$ cat src/rtl/uart_frame_rx.sv
// -----------------------------------------------------------------------------
// uart_frame_rx
//
// Frame parser placed directly behind the UART receive FIFO. Bytes are popped
// whenever the FIFO is non-empty and are split into frames of the form
//    SOF, LEN, payload[LEN] (, checksum)
// Payload bytes leave as a valid/last stream. Each frame ends with either a
// frame_done pulse or a frame_err pulse carrying a cause code. A gap of
// TO_CYCLES empty cycles inside a frame aborts it.
//
// Build option:
//    UART_FRAME_CSUM_EN  when defined, a trailing checksum byte is expected.
//                        The checksum is the XOR of LEN and all payload bytes.
//                        When undefined, the frame ends on its last payload
//                        byte and frame_done pulses together with pl_last.
//
// Ports:
//    clk         rising-edge clock
//    reset       asynchronous active-high reset
//    rx_empty    FIFO empty flag
//    r_data      FIFO head byte, valid while rx_empty = 0
//    rd_uart     FIFO pop (combinational, = ~rx_empty)
//    pl_data     payload byte (registered)
//    pl_valid    one-cycle qualifier for pl_data
//    pl_last     marks the final payload byte of a frame
//    frame_done  one-cycle pulse, frame accepted
//    frame_err   one-cycle pulse, frame aborted
//    err_code    cause of the most recent error:
//                0 none, 1 checksum, 2 bad length, 3 timeout
// -----------------------------------------------------------------------------
module uart_frame_rx #(
   parameter int         DBIT      = 8,
   parameter logic [7:0] SOF       = 8'hA5,
   parameter int         MAX_LEN   = 16,
   parameter int         TO_CYCLES = 1000,
   parameter int         TO_BIT    = 10
) (
   input  logic            clk,
   input  logic            reset,
   input  logic            rx_empty,
   input  logic [DBIT-1:0] r_data,
   output logic            rd_uart,
   output logic [DBIT-1:0] pl_data,
   output logic            pl_valid,
   output logic            pl_last,
   output logic            frame_done,
   output logic            frame_err,
   output logic [1:0]      err_code
);

   typedef enum logic [1:0] {
      ST_IDLE = 2'd0,
      ST_LEN  = 2'd1,
`ifdef UART_FRAME_CSUM_EN
      ST_DATA = 2'd2,
      ST_CSUM = 2'd3
`else
      ST_DATA = 2'd2
`endif
   } state_t;

   localparam logic [1:0]        ERR_CSUM  = 2'd1;
   localparam logic [1:0]        ERR_LEN   = 2'd2;
   localparam logic [1:0]        ERR_TO    = 2'd3;
   // The timeout fires on the TO_CYCLES-th consecutive empty cycle, i.e. when
   // the counter already holds TO_CYCLES-1 and the FIFO is still empty.
   localparam logic [TO_BIT-1:0] TO_LAST   = TO_BIT'(TO_CYCLES - 1);
   localparam logic [7:0]        MAX_LEN_B = 8'(MAX_LEN);

`ifdef UART_FRAME_CSUM_EN
   // One step of the running XOR checksum.
   function automatic logic [7:0] csum_step(input logic [7:0] acc, input logic [7:0] b);
      return acc ^ b;
   endfunction
`endif

   state_t            state_r, state_s;
   logic              consume_s, to_fire_s, len_bad_s, last_byte_s;
   logic [7:0]        cnt_r, cnt_s;
   logic [TO_BIT-1:0] to_cnt_r, to_cnt_s;
`ifdef UART_FRAME_CSUM_EN
   logic [7:0]        acc_r, acc_s;
`endif
   logic [DBIT-1:0]   pl_data_r, pl_data_s;
   logic              pl_valid_r, pl_valid_s;
   logic              pl_last_r, pl_last_s;
   logic              done_r, done_s;
   logic              err_r, err_s;
   logic [1:0]        code_r, code_s;

   assign rd_uart     = ~rx_empty;
   assign consume_s   = ~rx_empty;
   assign to_fire_s   = (state_r != ST_IDLE) && rx_empty && (to_cnt_r == TO_LAST);
   assign len_bad_s   = (r_data == 8'd0) || (r_data > MAX_LEN_B);
   assign last_byte_s = (cnt_r == 8'd1);

   assign pl_data    = pl_data_r;
   assign pl_valid   = pl_valid_r;
   assign pl_last    = pl_last_r;
   assign frame_done = done_r;
   assign frame_err  = err_r;
   assign err_code   = code_r;

   // State register.
   always_ff @(posedge clk or posedge reset) begin
      if (reset) begin
         state_r <= ST_IDLE;
      end else begin
         state_r <= state_s;
      end
   end

   // Next-state logic; a consumed byte always takes priority over a timeout.
   always_comb begin
      state_s = state_r;
      case (state_r)
         ST_IDLE: begin
            if (consume_s && (r_data == SOF)) begin
               state_s = ST_LEN;
            end else begin
               state_s = ST_IDLE;
            end
         end
         ST_LEN: begin
            if (consume_s) begin
               state_s = len_bad_s ? ST_IDLE : ST_DATA;
            end else if (to_fire_s) begin
               state_s = ST_IDLE;
            end else begin
               state_s = ST_LEN;
            end
         end
         ST_DATA: begin
            if (consume_s && last_byte_s) begin
`ifdef UART_FRAME_CSUM_EN
               state_s = ST_CSUM;
`else
               state_s = ST_IDLE;
`endif
            end else if (!consume_s && to_fire_s) begin
               state_s = ST_IDLE;
            end else begin
               state_s = ST_DATA;
            end
         end
`ifdef UART_FRAME_CSUM_EN
         ST_CSUM: begin
            if (consume_s || to_fire_s) begin
               state_s = ST_IDLE;
            end else begin
               state_s = ST_CSUM;
            end
         end
`endif
         default: begin
            state_s = ST_IDLE;
         end
      endcase
   end

   // Output and datapath next values: payload stream, pulses, counters, checksum.
   always_comb begin
      pl_data_s  = pl_data_r;
      pl_valid_s = 1'b0;
      pl_last_s  = 1'b0;
      done_s     = 1'b0;
      err_s      = 1'b0;
      code_s     = code_r;
      cnt_s      = cnt_r;
`ifdef UART_FRAME_CSUM_EN
      acc_s      = acc_r;
`endif
      // Idle-gap counter runs only inside a frame and restarts on every byte.
      if ((state_r == ST_IDLE) || consume_s || to_fire_s) begin
         to_cnt_s = '0;
      end else begin
         to_cnt_s = to_cnt_r + TO_BIT'(1);
      end

      case (state_r)
         ST_IDLE: begin
            if (consume_s && (r_data == SOF)) begin
               cnt_s = 8'd0;
`ifdef UART_FRAME_CSUM_EN
               acc_s = 8'd0;
`endif
            end else begin
               cnt_s = cnt_r;
            end
         end
         ST_LEN: begin
            if (consume_s) begin
               if (len_bad_s) begin
                  err_s  = 1'b1;
                  code_s = ERR_LEN;
               end else begin
                  cnt_s = r_data;
`ifdef UART_FRAME_CSUM_EN
                  acc_s = r_data;
`endif
               end
            end else if (to_fire_s) begin
               err_s  = 1'b1;
               code_s = ERR_TO;
            end else begin
               err_s = 1'b0;
            end
         end
         ST_DATA: begin
            if (consume_s) begin
               pl_valid_s = 1'b1;
               pl_data_s  = r_data;
               cnt_s      = cnt_r - 8'd1;
`ifdef UART_FRAME_CSUM_EN
               acc_s      = csum_step(acc_r, r_data);
`endif
               if (last_byte_s) begin
                  pl_last_s = 1'b1;
`ifndef UART_FRAME_CSUM_EN
                  done_s    = 1'b1;
`endif
               end else begin
                  pl_last_s = 1'b0;
               end
            end else if (to_fire_s) begin
               err_s  = 1'b1;
               code_s = ERR_TO;
            end else begin
               err_s = 1'b0;
            end
         end
`ifdef UART_FRAME_CSUM_EN
         ST_CSUM: begin
            if (consume_s) begin
               if (r_data == acc_r) begin
                  done_s = 1'b1;
               end else begin
                  err_s  = 1'b1;
                  code_s = ERR_CSUM;
               end
            end else if (to_fire_s) begin
               err_s  = 1'b1;
               code_s = ERR_TO;
            end else begin
               err_s = 1'b0;
            end
         end
`endif
         default: begin
            cnt_s = 8'd0;
         end
      endcase
   end

   // Registered outputs, counters and checksum accumulator.
   always_ff @(posedge clk or posedge reset) begin
      if (reset) begin
         pl_data_r  <= '0;
         pl_valid_r <= 1'b0;
         pl_last_r  <= 1'b0;
         done_r     <= 1'b0;
         err_r      <= 1'b0;
         code_r     <= 2'd0;
         cnt_r      <= 8'd0;
         to_cnt_r   <= '0;
`ifdef UART_FRAME_CSUM_EN
         acc_r      <= 8'd0;
`endif
      end else begin
         pl_data_r  <= pl_data_s;
         pl_valid_r <= pl_valid_s;
         pl_last_r  <= pl_last_s;
         done_r     <= done_s;
         err_r      <= err_s;
         code_r     <= code_s;
         cnt_r      <= cnt_s;
         to_cnt_r   <= to_cnt_s;
`ifdef UART_FRAME_CSUM_EN
         acc_r      <= acc_s;
`endif
      end
   end

endmodule

$ cat config.mk
export PLATFORM = sky130hd
export DESIGN_NAME = uart_frame_rx
export DESIGN_NICKNAME = d
export VERILOG_FILES = /design/src/rtl/uart_frame_rx.sv
export SDC_FILE = /design/constraint.sdc
export NUM_CORES = 1
export LEC_CHECK = 0
export BUFFER_PORTS_ARGS = -buffer_cell sky130_fd_sc_hd__buf_2
export CORE_UTILIZATION = 63
export CTS_BUF_LIST = sky130_fd_sc_hd__clkbuf_4
export DETAILED_ROUTE_END_ITERATION = 12
export MAX_ROUTING_LAYER = met4
export PLACE_DENSITY = 0.92
export SYNTH_ARGS = -nofsm -noshare
export SYNTH_HDL_FRONTEND = slang
export SYNTH_SLANG_ARGS = --single-unit
export TNS_END_PERCENT = 20
$ cat constraint.sdc
create_clock -name clk -period 3.1 [get_ports clk]
set_input_delay 0.465 -clock clk [delete_from_list [all_inputs] [get_ports clk]]
set_output_delay 0.465 -clock clk [all_outputs]
set_load 0.1 [all_outputs]
==> summary.md <==
| Metric | Value |
|---|---|
| Post-cts sizing count | `0` |
| Worst IR drop on VDD | `0.4363 mV` |
| Min-delay worst type | `in2async` |
| Hold Slack | `202.8 ps` |
| Fin area | `1914 um2` |
| Compound-Gate Fraction of Synth Area | `13.58%` |
| Worst rel slew slack | `48.39%` |
| Largest net degree at the start of global routing | `34` |
| Post-CTS setup buffer count | `0` |
| ANT cells | `0` |
| Post-Syn Area | `1723 um2` |
| Chip Width | `54.30 um` |
| Mux share of post-synthesis cell area | `6.463%` |
| XOR/XNOR Fraction of Synth Area | `4.067%` |
| Core area | `2522 um2` |
| Yosys top cell area share | `47.93%` |
| FMAX | `452.6 MHz` |
| Post-synthesis share of cell area spent on full adders, half adders and majority gates | `5.084%` |
| Post-CTS Hold Buffers | `0` |
| H-tree Lvls | `2` |
| PwrDens | `419.4 nW/um2` |
| Post-route antenna net violation count | `0` |
| Post-synth top cells | `dfrtp_1 (33), nor2_1 (14), nand2_1 (10)` |
| First-pass GRT wire length | `6.251 mm` |
| CP endpoint kind | `flop` |
| Final TNS setup | `0 ps` |
| Share of cells above drive strength 1 | `23.35%` |
| Setup WS post-layout | `890.7 ps` |
| Main combinational cell family by area after synthesis | `simple AND/OR/NAND/NOR gates` |
| First-pass DRT Iterations | `4` |
| Synth cell types | `44` |
| Flops & latches, synth | `33` |
| Gate Count Post-Synth | `169` |
| Die area | `2948 um2` |
| Final Core Density | `75.89%` |
| Worst-path fanout max | `15` |
| Clk sinks | `33` |
| Period utilization | `71.27%` |
| Vias/cell | `6.317` |
| # IOs | `26` |
| Final Skew | `13.88 ps` |
| Synth Area in Simple Gates | `18.95%` |
| Port Buffer Count | `25` |
| Synthesized Nets | `187` |
| GRT Util Overall | `31.96%` |
| Synth Flop Type | `dfrtp_1` |
| Crit start category | `flop` |
| Max Slew Vio Count | `0` |
| Die Height | `54.30 um` |
| WP data required | `3330 ps` |
| Starting Density | `68.30%` |
| Leak Pwr | `0.8944 nW` |
| YS warnings | `0` |
| Top cells by area, synth | `dfrtp_1 (48%), mux2_2 (5.9%), ha_1 (5.1%), nor2_1 (3.1%), xor2_1 (2.5%)` |
| Maxcap violations | `0` |
| Setup CP Type | `reg2reg` |
| Clock latency on the worst-skew pair | `350 ps` |
| Count leader, synth | `dfrtp_1` |
| Dpl ws | `870.4 ps` |
| Root Buffer | `clkbuf_4` |
| CTS max path bufs | `2` |
| Placed Area | `1859 um2` |
| Number of filler cells placed in the layout | `168` |
| Worst Path Arrival | `2440 ps` |
| Post-synth EDFFs | `0` |
| Status | `completed` |
| FP Rows | `18` |
| Final wirelength | `3.847 mm` |
| Ys async rst share | `100.0%` |
| Sequential-to-total area share from yosys stat | `47.93%` |
| Syn avg cell area | `10.19 um2` |
| Area Growth Syn to Fin | `11.11%` |
| HPWL Detailed | `2.834 mm` |
| Via count | `1,434` |
| CTS Buf Count | `5` |
| Gr ovfl total | `0` |
| Final nets | `214` |
| WL/cell | `16.95 um` |
| TritonCTS clock tree | `yes` |
| Vias in the first global route | `1,314` |
| Yosys top cell by area | `dfrtp_1` |
| Hold Vio Cnt, Final | `0` |
| RSZ-0062 raised after global routing | `no` |
| Initial DRC Count | `47` |
| Drt drc | `0` |
| Clock-pin slew on the worst setup and hold paths | `110 ps` |
| Fin crit period | `2209 ps` |
| Worst Tran Pin Value | `772.5 ps` |
| GP Congestion | `0.8419` |
| Final setup violation count | `0` |
| Initial antenna violation count | `0` |
[worst max-delay path, cell delays in order (launching register included)]
cell	delay (ps)
dfrtp_1	420
inv_1	90
ha_1	480
nor2b_1	690
mux2_2	420
[area by class of cell]
cell class,instances,area [um2],share of cell area [%]
clock buffer,5,37.54,1.961
clock inverter,3,17.52,0.9150
multi-input combinational,121,829.5,43.33
inverter,9,33.78,1.765
tap,30,37.54,1.961
timing repair buffer,26,132.6,6.928
sequential,33,825.8,43.14
[logic make-up (layout without fill, tap and decap cells)]
group,Yosys count,count (layout)
simple gates,59,59
compound gates,37,37
flops,33,33
buf+inv,15,43
mux,10,10
xor+xnor,8,8
fa+ha+maj,7,7
[where the power goes]
part           internal (mW)  total, mW  switching (mW)
registers              0.441      0.450         0.00828
logic                 0.0254      0.113          0.0880
clock network         0.0857      0.240           0.154
total                  0.553      0.803           0.250
[metal layers]
metal	global-route usage (%)	share of wire, %
met1	41.18	42
met2	50.00	49
met3	6.111	7.2
met4	12.39	1.7
met5	-	0
[through the flow]
stage	total power, mW	cells
2_1_floorplan	0.5404	169
3_3_place_gp	0.5655	219
3_5_place_dp	0.5708	219
4_1_cts	0.8027	227
5_1_grt	0.8257	227
6_report	0.8029	227
[placed cells by master, fill, tap and decap left out, types with 7 or more instances in the layout]
cell type and count:
dfrtp_1 33, inv_1 9, buf_2 25, o21ai_0 8
a21oi_1 8, mux2_2 9, nand2_1 10, ha_1 7
nor2_1 14
[state kept, by name, summed over array words and instances, names as in the netlist]
signal,flops
state_r,2
cnt_r,8
err_code,2
frame_err,1
to_cnt_r,10
pl_valid,1
pl_data,8
frame_done,1
[final timing paths]
| check | start | to | slack [ps] | depth (start not counted) |
|---|---|---|---|---|
| max | state_r[0] | pl_data[7] | 890 | 4 |
| min | reset | err_code[0] | 200 | 3 |
| max reg2reg | state_r[0] | pl_data[7] | 890 | 4 |
| min reg2reg | to_cnt_r[0] | to_cnt_r[0] | 490 | 1 |
| max in group asynchronous | reset | cnt_r[1] | 2590 | 3 |
| min in group clk | rx_empty | frame_done | 400 | 2 |
(Power assumes the default switching activity.)
